## config.mk

```make
export PLATFORM = sky130hd
export DESIGN_NAME = alu_seq
export DESIGN_NICKNAME = d
export VERILOG_FILES = /design/src/rtl/alu_pkg.sv /design/src/rtl/alu_mul_iter.sv /design/src/rtl/alu_seq.sv
export SDC_FILE = /design/constraint.sdc
export NUM_CORES = 1
export LEC_CHECK = 0
export ABC_AREA = 1
export CORE_ASPECT_RATIO = 1.75
export CORE_MARGIN = 1
export CORE_UTILIZATION = 61
export CTS_BUF_LIST = sky130_fd_sc_hd__clkbuf_4 sky130_fd_sc_hd__clkbuf_8
export DETAILED_ROUTE_END_ITERATION = 16
export PLACE_DENSITY = 0.83
export SLEW_MARGIN = 20
export SYNTH_ARGS = -nofsm -noshare
export SYNTH_HDL_FRONTEND = slang
export SYNTH_SLANG_ARGS = --single-unit
```

## constraint.sdc

```tcl
create_clock -name clk -period 2.6 [get_ports clk]
set_input_delay 0.26 -clock clk [delete_from_list [all_inputs] [get_ports clk]]
set_output_delay 0.26 -clock clk [all_outputs]
set_load 0.05 [all_outputs]
```

## src/rtl/alu_pkg.sv

```systemverilog
// Shared definitions for the sequential SAP ALU: opcodes, flag bit positions
// and controller state encodings.
package alu_pkg;

    localparam logic [2:0] OP_ADD = 3'd0;
    localparam logic [2:0] OP_SUB = 3'd1;
    localparam logic [2:0] OP_AND = 3'd2;
    localparam logic [2:0] OP_OR  = 3'd3;
    localparam logic [2:0] OP_XOR = 3'd4;
    localparam logic [2:0] OP_SHL = 3'd5;
    localparam logic [2:0] OP_SHR = 3'd6;
    localparam logic [2:0] OP_MUL = 3'd7;

    // Positions inside the 4-bit flag word {V,N,Z,C}
    localparam int FLAG_C = 0;
    localparam int FLAG_Z = 1;
    localparam int FLAG_N = 2;
    localparam int FLAG_V = 3;

    typedef enum logic {
        S_IDLE = 1'b0,
        S_RUN  = 1'b1
    } state_t;

endpackage

```

## src/rtl/alu_mul_iter.sv

```systemverilog
// Iterative shift-add multiplier, one multiplier bit per step.
// product is the accumulator plus the partial product of the bit being
// consumed this cycle, so during the last step it already shows the final
// 2*WIDTH product that the controller captures at that edge.
module alu_mul_iter #(
    parameter int WIDTH = 8
) (
    input  logic                 clk,
    input  logic                 load,
    input  logic                 step,
    input  logic [WIDTH-1:0]     a,
    input  logic [WIDTH-1:0]     b,
    output logic [2*WIDTH-1:0]   product
);

    logic [2*WIDTH-1:0] acc_q, acc_d;
    logic [2*WIDTH-1:0] mcand_q, mcand_d;
    logic [WIDTH-1:0]   mplier_q, mplier_d;
    logic [2*WIDTH-1:0] partial;

    // Load operands, or add the current partial product and advance one bit
    always_comb begin
        partial  = mplier_q[0] ? mcand_q : '0;
        acc_d    = acc_q;
        mcand_d  = mcand_q;
        mplier_d = mplier_q;
        if (load) begin
            acc_d    = '0;
            mcand_d  = {{WIDTH{1'b0}}, a};
            mplier_d = b;
        end else if (step) begin
            acc_d    = acc_q + partial;
            mcand_d  = mcand_q << 1;
            mplier_d = mplier_q >> 1;
        end
    end

    assign product = acc_q + partial;

    // Datapath registers; contents are only meaningful after a load
    always_ff @(posedge clk) begin
        acc_q    <= acc_d;
        mcand_q  <= mcand_d;
        mplier_q <= mplier_d;
    end

endmodule

```

## src/rtl/alu_seq.sv

```systemverilog
// Sequential ALU for the SAP datapath: single-cycle add/sub/logic/shift ops,
// a WIDTH-cycle iterative multiply, registered result and {V,N,Z,C} flags,
// and a gated bus driver.
module alu_seq #(
    parameter int WIDTH = 8,
    parameter int CNT_W = $clog2(WIDTH) + 1
) (
    input  logic             clk,
    input  logic             rst_n,
    input  logic [WIDTH-1:0] a,
    input  logic [WIDTH-1:0] b,
    input  logic [2:0]       op,
    input  logic             start,
    output logic             busy,
    output logic             done,
    input  logic             bus_enable_n,
    output logic [WIDTH-1:0] bus_out,
    input  logic             flag_fi_n,
    input  logic             flag_clear_n,
    output logic [3:0]       flag_out
);

    import alu_pkg::*;

    state_t             state_q, state_d;
    logic [CNT_W-1:0]   cnt_q, cnt_d;
    logic [WIDTH-1:0]   result_q, result_d;
    logic [3:0]         flags_q, flags_d;
    logic               done_q, done_d;
    logic               mul_load, mul_step;
    logic [2*WIDTH-1:0] product;
    logic               wr;
    logic [WIDTH-1:0]   new_res;
    logic [3:0]         new_flags;
    logic [WIDTH+3:0]   alu_out;
    logic               mul_hi;

    // Evaluate a single-cycle op; returns {flags, result}
    function automatic logic [WIDTH+3:0] alu_eval(input logic [2:0] f_op,
                                                  input logic [WIDTH-1:0] x,
                                                  input logic [WIDTH-1:0] y);
        logic [WIDTH:0]   s;
        logic [WIDTH-1:0] r;
        logic [3:0]       f;
        s = '0;
        r = '0;
        f = '0;
        case (f_op)
            OP_ADD: begin
                s         = {1'b0, x} + {1'b0, y};
                r         = s[WIDTH-1:0];
                f[FLAG_C] = s[WIDTH];
                f[FLAG_V] = (x[WIDTH-1] == y[WIDTH-1]) && (r[WIDTH-1] != x[WIDTH-1]);
            end
            OP_SUB: begin
                s         = {1'b0, x} + {1'b0, ~y} + (WIDTH+1)'(1);
                r         = s[WIDTH-1:0];
                f[FLAG_C] = s[WIDTH];
                f[FLAG_V] = (x[WIDTH-1] != y[WIDTH-1]) && (r[WIDTH-1] != x[WIDTH-1]);
            end
            OP_AND: r = x & y;
            OP_OR:  r = x | y;
            OP_XOR: r = x ^ y;
            OP_SHL: begin
                r         = {x[WIDTH-2:0], 1'b0};
                f[FLAG_C] = x[WIDTH-1];
            end
            OP_SHR: begin
                r         = {1'b0, x[WIDTH-1:1]};
                f[FLAG_C] = x[0];
            end
            default: r = '0;
        endcase
        f[FLAG_Z] = (r == '0);
        f[FLAG_N] = r[WIDTH-1];
        return {f, r};
    endfunction

    alu_mul_iter #(.WIDTH(WIDTH)) u_mul (
        .clk     (clk),
        .load    (mul_load),
        .step    (mul_step),
        .a       (a),
        .b       (b),
        .product (product)
    );

    // Next-state, multiplier control and result/flag register updates
    always_comb begin
        state_d   = state_q;
        cnt_d     = cnt_q;
        result_d  = result_q;
        flags_d   = flags_q;
        done_d    = 1'b0;
        mul_load  = 1'b0;
        mul_step  = 1'b0;
        wr        = 1'b0;
        new_res   = '0;
        new_flags = '0;
        alu_out   = alu_eval(op, a, b);
        mul_hi    = |product[2*WIDTH-1:WIDTH];

        case (state_q)
            S_IDLE: begin
                if (start) begin
                    if (op == OP_MUL) begin
                        mul_load = 1'b1;
                        cnt_d    = '0;
                        state_d  = S_RUN;
                    end else begin
                        wr        = 1'b1;
                        new_res   = alu_out[WIDTH-1:0];
                        new_flags = alu_out[WIDTH+3:WIDTH];
                    end
                end
            end
            S_RUN: begin
                mul_step = 1'b1;
                cnt_d    = cnt_q + CNT_W'(1);
                if (cnt_q == CNT_W'(WIDTH - 1)) begin
                    state_d           = S_IDLE;
                    wr                = 1'b1;
                    new_res           = product[WIDTH-1:0];
                    new_flags[FLAG_C] = mul_hi;
                    new_flags[FLAG_V] = mul_hi;
                    new_flags[FLAG_Z] = (product[WIDTH-1:0] == '0);
                    new_flags[FLAG_N] = product[WIDTH-1];
                end
            end
            default: state_d = S_IDLE;
        endcase

        if (wr) begin
            result_d = new_res;
            done_d   = 1'b1;
        end

        // Clear wins over a load in the same cycle
        if (!flag_clear_n) begin
            flags_d = '0;
        end else if (wr && !flag_fi_n) begin
            flags_d = new_flags;
        end
    end

    // Control and result/flag registers; reset aborts any multiply in flight
    always_ff @(posedge clk or negedge rst_n) begin
        if (!rst_n) begin
            state_q  <= S_IDLE;
            cnt_q    <= '0;
            result_q <= '0;
            flags_q  <= '0;
            done_q   <= 1'b0;
        end else begin
            state_q  <= state_d;
            cnt_q    <= cnt_d;
            result_q <= result_d;
            flags_q  <= flags_d;
            done_q   <= done_d;
        end
    end

    assign busy     = (state_q == S_RUN);
    assign done     = done_q;
    assign flag_out = flags_q;
    assign bus_out  = bus_enable_n ? '0 : result_q;

endmodule

```

Yosys cells after proc, flatten, opt, wreduce, memory -nomap -nowiden
Index checks and enable logic that the tools add are counted.
{"block": "op_classes", "addsub": 5, "eq_ne": 15, "mux": 33, "n_bitwise": 5, "reduce_logical": 10}
{"cell": "2-to-1 mux 8 bit", "n": 8}
{"cell": "case mux 8 bit (7 select lines)", "n": 1}
{"cell": "2-to-1 mux 4 bit", "n": 7}
{"cell": "adder 8 x 8 -> 9 bit", "n": 2}
{"cell": "adder 16 bit", "n": 1}
{"cell": "logical NOT 8 bit", "n": 2}
{"cell": "2-to-1 mux 16 bit", "n": 1}
{"cell": "case mux 4 bit (2 select lines)", "n": 2}
{"cell": "case mux 8 bit (2 select lines)", "n": 1}
{"cell": "equality test 3 bit (second input constant)", "n": 4}
{"cell": "adder 9 x 1 -> 9 bit (second input constant)", "n": 1}
{"cell": "2-to-1 mux 1 bit", "n": 9}
{"cell": "bitwise AND 8 bit", "n": 1}
{"cell": "NOT 8 bit", "n": 1}
{"cell": "bitwise OR 8 bit", "n": 1}
{"cell": "OR reduction 8 bit", "n": 1}
{"cell": "XOR 8 bit", "n": 1}
{"cell": "equality test 3 x 2 -> 1 bit (second input constant)", "n": 2}
{"cell": "case mux 1 bit (2 select lines)", "n": 3}
{"cell": "adder 4 x 1 -> 4 bit (second input constant)", "n": 1}
{"cell": "equality test 4 x 3 -> 1 bit (second input constant)", "n": 1}
{"cell": "inequality test 2 bit (second input constant)", "n": 2}
{"cell": "case mux 1 bit (4 select lines)", "n": 1}
{"cell": "equality test 3 x 1 -> 1 bit (second input constant)", "n": 1}
{"cell": "9 further kinds", "n": 13}
{"block": "word_totals", "reg_bits": 58, "in_bits": 25, "output_inout_bits": 14}

Depth between registers and ports, before layout
{"block": "logic_depth", "ltp_word": 11, "ltp_mapped": 20, "mapped_depth_nobuf": 18}

Hierarchy
Synthesis repeated with hierarchy kept, for this count alone.
{"block": "hier_totals", "cells_unflattened": 760, "area_unflattened_um2": 4953.5}
{"module": "alu_mul_iter", "instances": 1, "cells_each": 364, "area_per_inst_um2": 2543.7, "seq_area_each_um2": 960.9}
{"module": "alu_seq", "instances": 1, "cells_each": 396, "area_per_inst_um2": 2409.8, "seq_area_each_um2": 450.4}

Worst setup path after synthesis
OpenSTA, ideal clock, no wires.
{"block": "synth_path", "kind": "register -> register", "start": "reg u_mul.mplier_q[0]", "end": "reg flags_q[0] (netlist: flag_out[0])", "arrival_time_ps": 2240, "slack_ps": 243, "path_stages_with_launch": 19, "n_path_buf": 2, "synth_period_minus_slack_ps": 2357, "cell_sequence": "edfxtp_1 > clkbuf_1 > clkbuf_1 > nand2_1 > inv_1 > ha_1 > fa_1 > nand3_1 > nand3_1 > nand2_1 > nand3_1 > nand2_1 > nand3_1 > nor2_1 > nand2_1 > nand2_1 > nand2_1 > nand2_1 > nand2_1"}
{"block": "synth_between", "elab_chain_cells": 7}
{"element": "from (decl)", "line_no": "alu_mul_iter.sv:18", "rtl": "logic [WIDTH-1:0] mplier_q, mplier_d;"}
{"element": "from (signal assigned)", "line_no": "alu_mul_iter.sv:44", "rtl": "mplier_q <= mplier_d;"}
{"element": "2-to-1 mux 16 bit", "line_no": "alu_mul_iter.sv:23", "rtl": "partial = mplier_q[0] ? mcand_q : '0;"}
{"element": "adder 16 bit", "line_no": "alu_mul_iter.sv:38", "rtl": "assign product = acc_q + partial;"}
{"element": "OR reduction 8 bit", "line_no": "alu_seq.sv:101", "rtl": "mul_hi = |product[2*WIDTH-1:WIDTH];"}
{"element": "2-to-1 mux 4 bit", "line_no": "alu_seq.sv:120", "rtl": "if (cnt_q == CNT_W'(WIDTH - 1)) begin"}
{"element": "case mux 4 bit (2 select lines)", "line_no": "alu_seq.sv:103", "rtl": "case (state_q)"}
{"element": "2-to-1 mux 4 bit", "line_no": "alu_seq.sv:141", "rtl": "end else if (wr && !flag_fi_n) begin"}
{"element": "2-to-1 mux 4 bit", "line_no": "alu_seq.sv:139", "rtl": "if (!flag_clear_n) begin"}
{"element": "to (signal assigned)", "line_no": "alu_seq.sv:158", "rtl": "flags_q <= flags_d;"}
{"element": "to (decl)", "line_no": "alu_seq.sv:28", "rtl": "logic [3:0] flags_q, flags_d;"}
Every way passes these cells. The select of a mux whose other input is x is not followed.
A chain may end at the register's enable or synchronous reset.

Final worst setup path
{"block": "layout_path", "start": "reg u_mul.mplier_q[0]", "end": "reg flags_q[3] (netlist: flag_out[3])"}
The elaborated chain is that of the path after synthesis.

==> results.md <==
* Outcome: completed
* Detailed-route wire length per cell at 18.2 µm
* Max Transition Viols Final at 0
* Most common flop cell mapped by yosys: dfxtp_1
* Synthesized instance count at 751
* Kind of critical path: reg2reg
* Clock Skews at 18.5 ps
* Slew at the pin with the worst max-slew slack at 860 ps
* FP Rows at 42
* Antenna Violating Nets Remaining at 0
* CTS tree: yes
* Vias/cell at 5.94
* Max Cap Violations at 0
* Synth Cell Area at 4880 µm²
* Sequential power share at 28.2%
* Level count of the clock H-tree at 3
* CTS buffer count at 9
* Dpl hpwl at 12.7 mm
* Flop2flop setup slack at 8 ps
* Post-route DRC violation count at 0
* I/O pin cnt at 39
* Wire length of the first global-routing pass at 25.4 mm
* CTS Buffer Depth at 2
* Critical path data required time at 2840 ps
* Post-synth EDFFs at 16
* Async set-reset flop share out of synthesis at 31.0%
* Floorplan die height at 120 µm
* Reported leakage power at 3.10 nW
* Total Nets Final at 887
* Kind of path behind the tightest hold check: in2async
* GPL Wtd Cong at 1.13
* Count of routing violations after the opening detailed-route iteration at 420
* Clock slew seen by the registers of the worst setup and hold paths at 60 ps
* Worst R2R Path Depth at 19
* Reg2Reg Capture Point: flag_out[3]
* Register area share after synthesis at 28.9%
* Part of the power in combinational logic at 58.3%
* Cell area power density at 1030 nW/µm²
* Flip-flop and latch count after synthesis at 58
* Number of global-route vias before repair at 5,378
* Top cell type's share of synthesized area at 17.3%
* Crit-path max FO at 12
* Internal power summed over all cells at 3.15 mW
* Unrepaired setup endpoints after global routing: yes
* Slew margin rel. at 42.6%
* Share of layout cells above drive strength 1 at 11.5%
* Sinks on Clock Net at 58
* Total Die Area at 8380 µm²
* Hold Buf Count CTS at 0
* Number of warnings printed during yosys synthesis at 0
* Antenna diode count at 0
* Area after DPL at 5560 µm²
* Number of buffer cells added on primary ports at 38
* GRT Residual Overflow at 0
* Pin count of the biggest net entering global routing at 39
* Clock Power Share at 13.5%
* Switching power summed over all nets at 2.89 mW
* Via count at 5,415
* Critical path capture point type: flop
* Clk root buf: clkbuf_8
* Area of the placeable core at 7670 µm²
* Final routed wirelength across all metal layers at 16.6 mm
* Final Cycle Share at 99.7%
* Cell taking the most area after synthesis: nand2_1
* Width of the chip at 69.6 µm
* Switching Share at 47.9%
* Hold Violations, Final at 0
* Number of search-and-repair iterations in the first detailed-routing pass at 5
* Effective utilization at floorplan at 63.6%
* Setup Viol. Count Final at 0
* Critical path launch point type: flop
* Area added between synthesis and finish at 20.0%
* Total of cells resized after clock tree synthesis at 0
* Max Clk Rate at 386 MHz
* Avg Inst Size Synth at 6.50 µm²
* Most numerous cell types in the synthesized netlist: 225 x nand2_1, 117 x inv_1, 71 x nand3_1, 66 x nor2_1, 40 x ha_1
* Syn Nets at 819
* Number of antenna violations at the first check in global routing at 0
* Post-CTS setup repair buffer count at 0
* Minimum period implied by the final worst setup slack at 2590 ps
* Worst vdd rail ir drop at 0.000528 V
* Worst skew pair latency at 360 ps
* Most frequent cell after synthesis: nand2_1
* Arr. time, crit path at 2830 ps
* Final design area excluding fillers at 5860 µm²
* Worst hold margin at 386 ps
* Synth unique cells at 38
* Worst R2R Start: u_mul.mplier_q[0]
* All-Layer GR Usage at 39.1%
* Dominant cells by area after synthesis: nand2_1 17%, ha_1 10%, dfxtp_1 9.8%
## routing by layer
layer / vias up / GRT usage (%) / routed length [µm]
li1: 2548 / - / -
met1: 2501 / 36.9 / 5560
met2: 273 / 73.2 / 9030
met3: 93 / 6.50 / 776
met4: 0 / 30.1 / 1240
met5: - / 0 / 0
## worst max path at each step
stage	slack [ps]	cells after the start	end	start
floorplan	240	18	flag_out[0]	u_mul.mplier_q[0]
global placement	-180	15	flag_out[1]	a[5]
detailed placement	-190	15	flag_out[1]	b[5]
CTS	50	17	flag_out[3]	u_mul.mplier_q[0]
global route	-90	13	flag_out[1]	u_mul.mplier_q[0]
finish	8	19	flag_out[3]	u_mul.mplier_q[0]
## area by class of cell
class	count	area [µm²]
multi-input cells	545	2980
fillers	594	1810
flip-flops and latches	58	1410
repair buffers	79	692
inverters	126	473
clock buffers	12	146
well taps	88	110
clock inverters	4	42.5
## cell families (layout without fill, tap and decap cells)
group	Yosys count	in the layout	share of synthesized area, %
adders and majority gates	43	43	11.5
DFF	58	58	28.9
buffers and inverters	148	221	12.3
and+or+nand+nor	407	407	35.6
xor gates and xnor gates	7	7	1.26
AOI/OAI and AO/OA	88	88	10.5
## critical path, stage by stage (launching register included)
cell and delay (ps):
edfxtp_1 470, buf_6 190, nand2_1 90, inv_1 80
ha_4 300, nand2_2 80, nor2_2 130, nand2_1 60
nand3_1 170, nand2_1 140, nand2_1 110, nand2_1 50
nand2_1 80, nand2_1 60, nor2_1 80, nand2_1 90
nand2_1 70, nand2_1 70, nand2_1 100, nand2_1 60
## placed cells by master, fill, tap and decap left out, types with 2 or more instances in the layout
cell | synthesis | layout
nand2_1 | 225 | 221
inv_1 | 117 | 117
nand3_1 | 71 | 71
nor2_1 | 66 | 61
buf_4 | 6 | 40
clkdlybuf4s50_1 | 0 | 38
o21ai_0 | 35 | 35
ha_1 | 40 | 32
dfxtp_1 | 24 | 24
nand4_1 | 23 | 23
a21oi_1 | 22 | 22
dfrtp_1 | 18 | 18
edfxtp_1 | 16 | 16
o22ai_1 | 13 | 13
clkbuf_8 | 0 | 9
nor2_2 | 3 | 7
nand2_2 | 3 | 7
inv_2 | 6 | 6
nor3_1 | 6 | 6
ha_4 | 0 | 6
clkinv_1 | 3 | 5
o21ai_1 | 4 | 4
xor2_1 | 4 | 4
nand3_2 | 3 | 3
o221ai_1 | 3 | 3
xnor2_1 | 3 | 3
a21oi_2 | 3 | 3
nand3b_1 | 3 | 3
o211ai_1 | 3 | 3
clkbuf_4 | 0 | 3
and2_1 | 2 | 2
fa_1 | 3 | 2
ha_2 | 0 | 2
## metrics by stage
stage	util, %	cells	setup slack, ps	TNS (ps)	power (mW)
2_1_floorplan	-	751	243	0	3.90
3_3_place_gp	72.4	896	-181	-338	4.69
3_5_place_dp	72.4	896	-191	-343	4.82
4_1_cts	74.9	912	45.2	0	5.66
5_1_grt	76.4	912	-89.7	-191	6.44
6_report	76.4	912	8.31	0	6.04
## sequential cells by signal (all words and copies together) (netlist names)
| name | count |
|---|---|
| busy | 1 |
| cnt_q | 4 |
| done | 1 |
| flag_out | 4 |
| result_q | 8 |
| u_mul.acc_q | 16 |
| u_mul.mcand_q | 16 |
| u_mul.mplier_q | 8 |
## power groups by stage
stage	Combinational [mW]	Sequential [mW]	Clock [mW]
global route	3.87	1.73	0.846
global placement	3.04	1.65	0
finish	3.52	1.70	0.813
detailed placement	3.15	1.67	0
floorplan	2.25	1.64	0
CTS	3.18	1.66	0.817
No activity file was read; power rests on OpenSTA's default activity.
